### config.mk
export PLATFORM = sky130hd
export DESIGN_NAME = idex_hazard_reg
export DESIGN_NICKNAME = d
export VERILOG_FILES = /design/src/rtl/pipeline_pkg.sv /design/src/rtl/hazard_perf_ctr.sv /design/src/rtl/idex_hazard_reg.sv
export SDC_FILE = /design/constraint.sdc
export NUM_CORES = 1
export LEC_CHECK = 0
export ABC_AREA = 1
export CORE_AREA = 2 2 119 121
export DETAILED_ROUTE_END_ITERATION = 16
export DIE_AREA = 0 0 121 123
export PLACE_DENSITY = 0.81
export SLEW_MARGIN = 10
export SYNTH_ARGS = -nofsm -noshare
export SYNTH_HDL_FRONTEND = slang
export SYNTH_HIERARCHICAL = 1
export SYNTH_SLANG_ARGS = --single-unit
### constraint.sdc
create_clock -name clk -period 1.73 [get_ports clk]
set_input_delay 0.4325 -clock clk [delete_from_list [all_inputs] [get_ports clk]]
set_output_delay 0.4325 -clock clk [all_outputs]
set_load 0.03 [all_outputs]
### src/rtl/pipeline_pkg.sv
// Shared pipeline types for the ID/EX stage: decoded bundle layout,
// bubble constructor and the ID/EX hazard state encoding.
package pipeline_pkg;

   localparam int XLEN  = 32;
   localparam int REG_W = 5;
   localparam int EN_W  = 4;

   // Bit positions inside the Enable vector of the decoded bundle.
   localparam int IDX_RD     = 0;  // writes rd
   localparam int IDX_MEM_RD = 1;  // load
   localparam int IDX_MEM_WR = 2;  // store
   localparam int IDX_BRANCH = 3;  // branch / jump

   typedef struct packed {
      logic [XLEN-1:0]  pc;
      logic [XLEN-1:0]  imm;
      logic [3:0]       alu_op;
      logic [EN_W-1:0]  enable;
      logic [REG_W-1:0] rd;
      logic [REG_W-1:0] rs1;
      logic [REG_W-1:0] rs2;
   } IDEX_Pipe_t;

   typedef enum logic {ST_RUN, ST_BUBBLE} idex_state_e;

   // A bubble only needs Enable and the register indices cleared, but the
   // whole bundle is zeroed so EX never sees stale data on a killed slot.
   function automatic IDEX_Pipe_t idex_bubble();
      IDEX_Pipe_t b;
      b = '0;
      return b;
   endfunction

endpackage

### src/rtl/hazard_perf_ctr.sv
// Free-running wrap-around event counter used for stall/flush statistics.
module hazard_perf_ctr #(
   parameter int PERF_W = 64
) (
   input  logic              clk,
   input  logic              rst,
   input  logic              inc,
   output logic [PERF_W-1:0] value
);

   // Count one per qualifying edge; wraps modulo 2^PERF_W.
   always_ff @(posedge clk) begin
      if (rst) begin
         value <= '0;
      end else if (inc) begin
         value <= value + PERF_W'(1);
      end
   end

endmodule

### src/rtl/idex_hazard_reg.sv
// ID/EX pipeline register with load-use bubble insertion, flush squash,
// protocol-violation detection and optional stall/flush counters.
// Optional feature: define IDEX_PERF_CNT_EN to build the counters;
// otherwise stall_cnt/flush_cnt are constant zero.
module idex_hazard_reg
   import pipeline_pkg::*;
#(
   parameter int PERF_W     = 64,
   parameter bit STICKY_ERR = 1'b1
) (
   input  logic              clk,
   input  logic              rst,
   input  IDEX_Pipe_t        idex_in,
   input  logic              id_valid,
   input  logic              stall,
   input  logic              flush,
   output IDEX_Pipe_t        idex_out,
   output logic              ex_valid,
   output logic              front_hold,
   output logic              bubble,
   output logic              proto_err,
   output logic [PERF_W-1:0] stall_cnt,
   output logic [PERF_W-1:0] flush_cnt
);

   idex_state_e state, state_nxt;
   IDEX_Pipe_t  out_nxt;
   logic        valid_nxt;
   logic        bubble_nxt;
   logic        violation;
   logic        stall_eff;

   // A flush overrides the stall: the stalled ID instruction is being
   // squashed anyway, so the front end is free to take the redirect.
   assign stall_eff  = stall & ~flush;
   assign front_hold = stall_eff & ~rst;

   // Next-state / next-bundle selection in priority flush > stall > normal.
   always_comb begin
      // NOTE: every output of this block gets a default first, so no path
      // leaves a variable unassigned and no latch is inferred.
      state_nxt  = ST_RUN;
      out_nxt    = idex_bubble();
      valid_nxt  = 1'b0;
      bubble_nxt = 1'b0;
      violation  = 1'b0;

      if (flush) begin
         // Squash: bubble in EX, but it is not a stall bubble.
         state_nxt = ST_RUN;
      end else if (stall) begin
         state_nxt  = ST_BUBBLE;
         bubble_nxt = 1'b1;
         // The load already left EX; a repeat stall means the detector
         // failed to see our bubble. Still insert a bubble to stay safe.
         violation  = (state == ST_BUBBLE);
      end else if (id_valid) begin
         out_nxt   = idex_in;
         valid_nxt = 1'b1;
      end
   end

   // Pipeline register and hazard state.
   always_ff @(posedge clk) begin
      // NOTE: sequential state uses non-blocking assignments so every flop
      // samples the pre-edge values regardless of statement order.
      if (rst) begin
         state    <= ST_RUN;
         idex_out <= idex_bubble();
         ex_valid <= 1'b0;
         bubble   <= 1'b0;
      end else begin
         state    <= state_nxt;
         idex_out <= out_nxt;
         ex_valid <= valid_nxt;
         bubble   <= bubble_nxt;
      end
   end

   // Protocol error flag: sticky until reset, or a one-cycle pulse.
   always_ff @(posedge clk) begin
      if (rst) begin
         proto_err <= 1'b0;
      end else if (STICKY_ERR) begin
         proto_err <= proto_err | violation;
      end else begin
         proto_err <= violation;
      end
   end

`ifdef IDEX_PERF_CNT_EN
   hazard_perf_ctr #(.PERF_W(PERF_W)) u_stall_ctr (
      .clk   (clk),
      .rst   (rst),
      .inc   (stall_eff),
      .value (stall_cnt)
   );

   hazard_perf_ctr #(.PERF_W(PERF_W)) u_flush_ctr (
      .clk   (clk),
      .rst   (rst),
      .inc   (flush),
      .value (flush_cnt)
   );
`else
   assign stall_cnt = '0;
   assign flush_cnt = '0;
`endif

endmodule

; Word-level counts from Yosys, hierarchy flattened
; Cells that the tools add are included.
[classes]
n_mux = 4
n_bitwise = 6
n_reduce_logical = 3
[ops]
columns = op, count
row1 = 1-bit two-way mux, 4
row2 = 4-bit OR reduction, 1
row3 = 1-bit NOT, 3
row4 = 3-bit OR reduction, 1
row5 = 1-bit bitwise AND, 2
row6 = 2-bit OR reduction, 1
row7 = 1-bit bitwise OR, 1
[word_totals]
regBits = 90

; Logic depth before layout (Yosys ltp)
; Gate-level depths: netlist of run 1.
[depth]
word_depth = 3
mapped_depth = 6
depth_no_buf = 4

; Worst setup path after synthesis of run 1
; OpenSTA, ideal clock, no wires.
[synth_path]
kind = input to output
startpoint = in flush
endpoint = out front_hold
arrival_time_ns = 0.941
t_required_ns = 1.297
setup_slack_ns = 0.356
stages = 3
n_path_buf = 0
cell_sequence = inv_1 -> nand2_1 -> nor2_1
[synth_via]
elab_chain_cells = 3
[synth_lines]
columns = item, line_no
row1 = "start, declared", idex_hazard_reg.sv:16  ; input logic flush,
row2 = 1-bit NOT, idex_hazard_reg.sv:35  ; assign stall_eff = stall & ~flush;
row3 = 1-bit bitwise AND, idex_hazard_reg.sv:35
row4 = 1-bit bitwise AND, idex_hazard_reg.sv:36  ; assign front_hold = stall_eff & ~rst;
row5 = "end, declared", idex_hazard_reg.sv:19  ; output logic front_hold,
; No other way between the ends.

; Worst setup path after layout of run 1
; Same ends and word-level chain as after synthesis.

==> flow_summary_export.csv, run 1 <==
group,metric,value,unit
run_status,status,"complete, no violations",
clock_tree,clk_latency,0.33,ns
layout,layoutNonFillerInstCount,790,
pwr,power.switching,1.390,mW
clock_tree,clkSlewWorstSetupHoldPaths,0.06,ns
drt,drtIter0Drc,116,
timing,fin_skew,0.0001158,ns
layout,multiInputGateArea,996.0,um^2
placed_design,dpl_worst_slack,0.04062,ns
floorplanning,die_h,123,um
pwr,comb_power_share,0.157,
timing,final.min_clock_period,1.681,ns
timing,slew_violations,0,
drt,first_pass_iters,4,
drt,top_layer,"met4",
floorplanning,die_x,121,um
yosys,syn_area,3690,um^2
pwr,swShare,0.2689,
drt,drt-met1-wl,2743,um
yosys,yosys_warnings,6,
layout,final_core_util,0.4044,
drt,drtAntennaViolNets,0,
yosys,ys_types,13,
grt,grt_pass1_vias,2255,
clock_tree,clk_path_buf_depth,2,
layout,area_growth,49.20,%
yosys,avgSynthCellArea,8.870,um^2
floorplanning,pin_count,311,
grt,grt_start_max_net_pins,28,
floorplanning,dieArea,14880,um^2
job,drv_cap,0,
yosys,synth_cells,416,
pwr,p_per_area,939.2,nW/um^2
clock_tree,numCtsBuffers,9,
pwr,p_total,5.171,mW
layout,antenna_cells,0,
placed_design,port_buffers,182,
drt,wirelength,7929,um
grt,track_usage,0.09757,
layout,regArea,1802,um^2
pwr,p_leak,3.164,nW
worst_setup_path,critical_path.max_fanout,2,
pwr,power.internal,3.780,mW
clock_tree,cts_num_sinks,90,
timing,setup-tns-final,0,ns
drt,drc,0,
drt,vias,2584,
layout,drive_gt1_frac,0.07213,
timing,hold_viol,0,
pwr,ir_worst_vdd,0.0003687,V
clock_tree,cts_max_level,3,
grt,grt_pass1_wl,10980,um
drt,dr_wl_met3,1009,um
worst_setup_path,cp.required,1.30,ns
placed_design,dp_cells,774,
timing,layout_worst_path_cycle_share,0.9719,
layout,nets,697,
drt,wl_per_cell,10.04,um
timing,grt_setup_unrepaired,"false",
yosys,yosysSeqAreaShare,0.4883,
floorplanning,rows,43,
pwr,seqPwrFrac,0.409,
clock_tree,cts-root-buf,"clkbuf_16",
pwr,clkPwrFrac,0.434,
worst_setup_path,worstSetupStartpointType,"input port",
placed_design,dp_hpwl,6348,um
drt,via_per_inst,3.271,
worst_setup_path,worstPathArrival,1.25,ns
clock_tree,cts_tree,"done",
worst_setup_path,end_kind,"primary output",
layout,mostFrequentLayoutCell,"conb_1",
grt,grt_antenna_before_repair,0,
floorplanning,initial_core_util,0.2711,
layout,fillCellCount,1395,
timing,fmax,594.8,MHz
hold_path,min_path_type,"input port to register",
placed_design,gp_congestion,0.8276,
yosys,ys_seq_elements,90,
floorplanning,fp.coreArea,13610,um^2
drt,met2_length,3996,um
worst_setup_path,path_class,"input port to primary output",
clock_tree,postCtsSetupBuffers,0,
timing,finalSetupViolations,0,
timing,setup_ws,0.04864,ns
layout,layout_common_cells,"conb_1, inv_1, dfxtp_1, clkdlybuf4s50_1, dlygate4sd2_1",
grt,grt.overflow.total,0,
critical path, stage by stage:
cell	delay, ns
clkdlybuf4s50_1	0.42
inv_1	0.08
nand2_1	0.07
nor2_1	0.09
buf_4	0.16
cells by family after synthesis:
| family | after synthesis | share of synthesized area |
|---|---|---|
| AO/OA/AOI/OAI | 1 | 0.001355 |
| AND/OR/NAND/NOR | 96 | 0.1370 |
| buffers and inverters | 228 | 0.3723 |
| other | 1 | 0.001016 |
| flip-flops | 90 | 0.4883 |
worst paths after layout:
check             startpoint          to  slack [ns]  cells past startpoint
setup / recovery       flush  front_hold        0.05                      5
hold / removal         stall       state        0.43                      3
setup reg to reg       state   proto_err        1.11                      2
hold reg to reg    proto_err   proto_err        0.49                      2
repair_timing:
| item | in CTS | in global routing |
|---|---|---|
| hold buffers | 0 | 0 |
| resized for setup | 90 | 1 |
| setup endpoints to repair | 90 | 1 |
power groups by stage:
stage	clock [mW]	sequential [mW]	combinational, mW
after global placement	0	2.16	0.822
after global routing	2.39	2.12	0.857
after floorplan	0	2.24	0.680
after detailed placement	0	2.16	0.829
after CTS	2.32	2.11	0.808
final	2.25	2.11	0.810
sequential cells by signal (all words and copies together) (netlist names):
register,flops
proto_err,1
ex_valid,1
idex_out,87
state,1
layer usage:
layer,GRT usage,vias to the layer above
met5,0,-
met4,0.05596,0
met3,0.03644,11
met2,0.1770,190
met1,0.09521,1104
li1,-,1279
per-stage QoR:
| stage | hold WS [ns] | cell area (um^2) |
|---|---|---|
| after global placement | 0.4445 | 5266 |
| after detailed placement | 0.4777 | 5266 |
| after floorplan | 0.5049 | 4167 |
| after CTS | 0.4887 | 5503 |
| after global routing | 0.4548 | 5505 |
| final | 0.4322 | 5505 |
layout make-up:
cell class	instances	share of cell area
sequential	90	0.3273
multi-input combinational	225	0.1809
clock buffer	9	0.04091
timing repair buffer	188	0.3255
inverter	91	0.06205
tap	180	0.04091
clock inverter	7	0.02250
synthesized netlist by cell type:
cell type	n	area, um^2
buf_4	128	960.9
dfxtp_1	90	1802
inv_1	90	337.8
nor2_1	72	270.3
nor2_4	19	214.0
buf_2	6	30.03
nand2_1	4	15.01
buf_8	2	30.03
buf_6	1	11.26
conb_1	1	3.750
inv_2	1	3.750
nand2_2	1	6.260
o21ai_0	1	5.000
Power figures use the tool's default switching activity.
==> run 2: changes to the inputs <==
--- a/config.mk
+++ b/config.mk
@@ -9,6 +9,7 @@
 export CORE_AREA = 2 2 119 121
 export DETAILED_ROUTE_END_ITERATION = 16
 export DIE_AREA = 0 0 121 123
+export GPL_TIMING_DRIVEN = 1
 export PLACE_DENSITY = 0.81
 export SLEW_MARGIN = 10
 export SYNTH_ARGS = -nofsm -noshare
==> results of run 2 <==
Same layout as run 1: the final DEF is identical, and so are final timing and power.
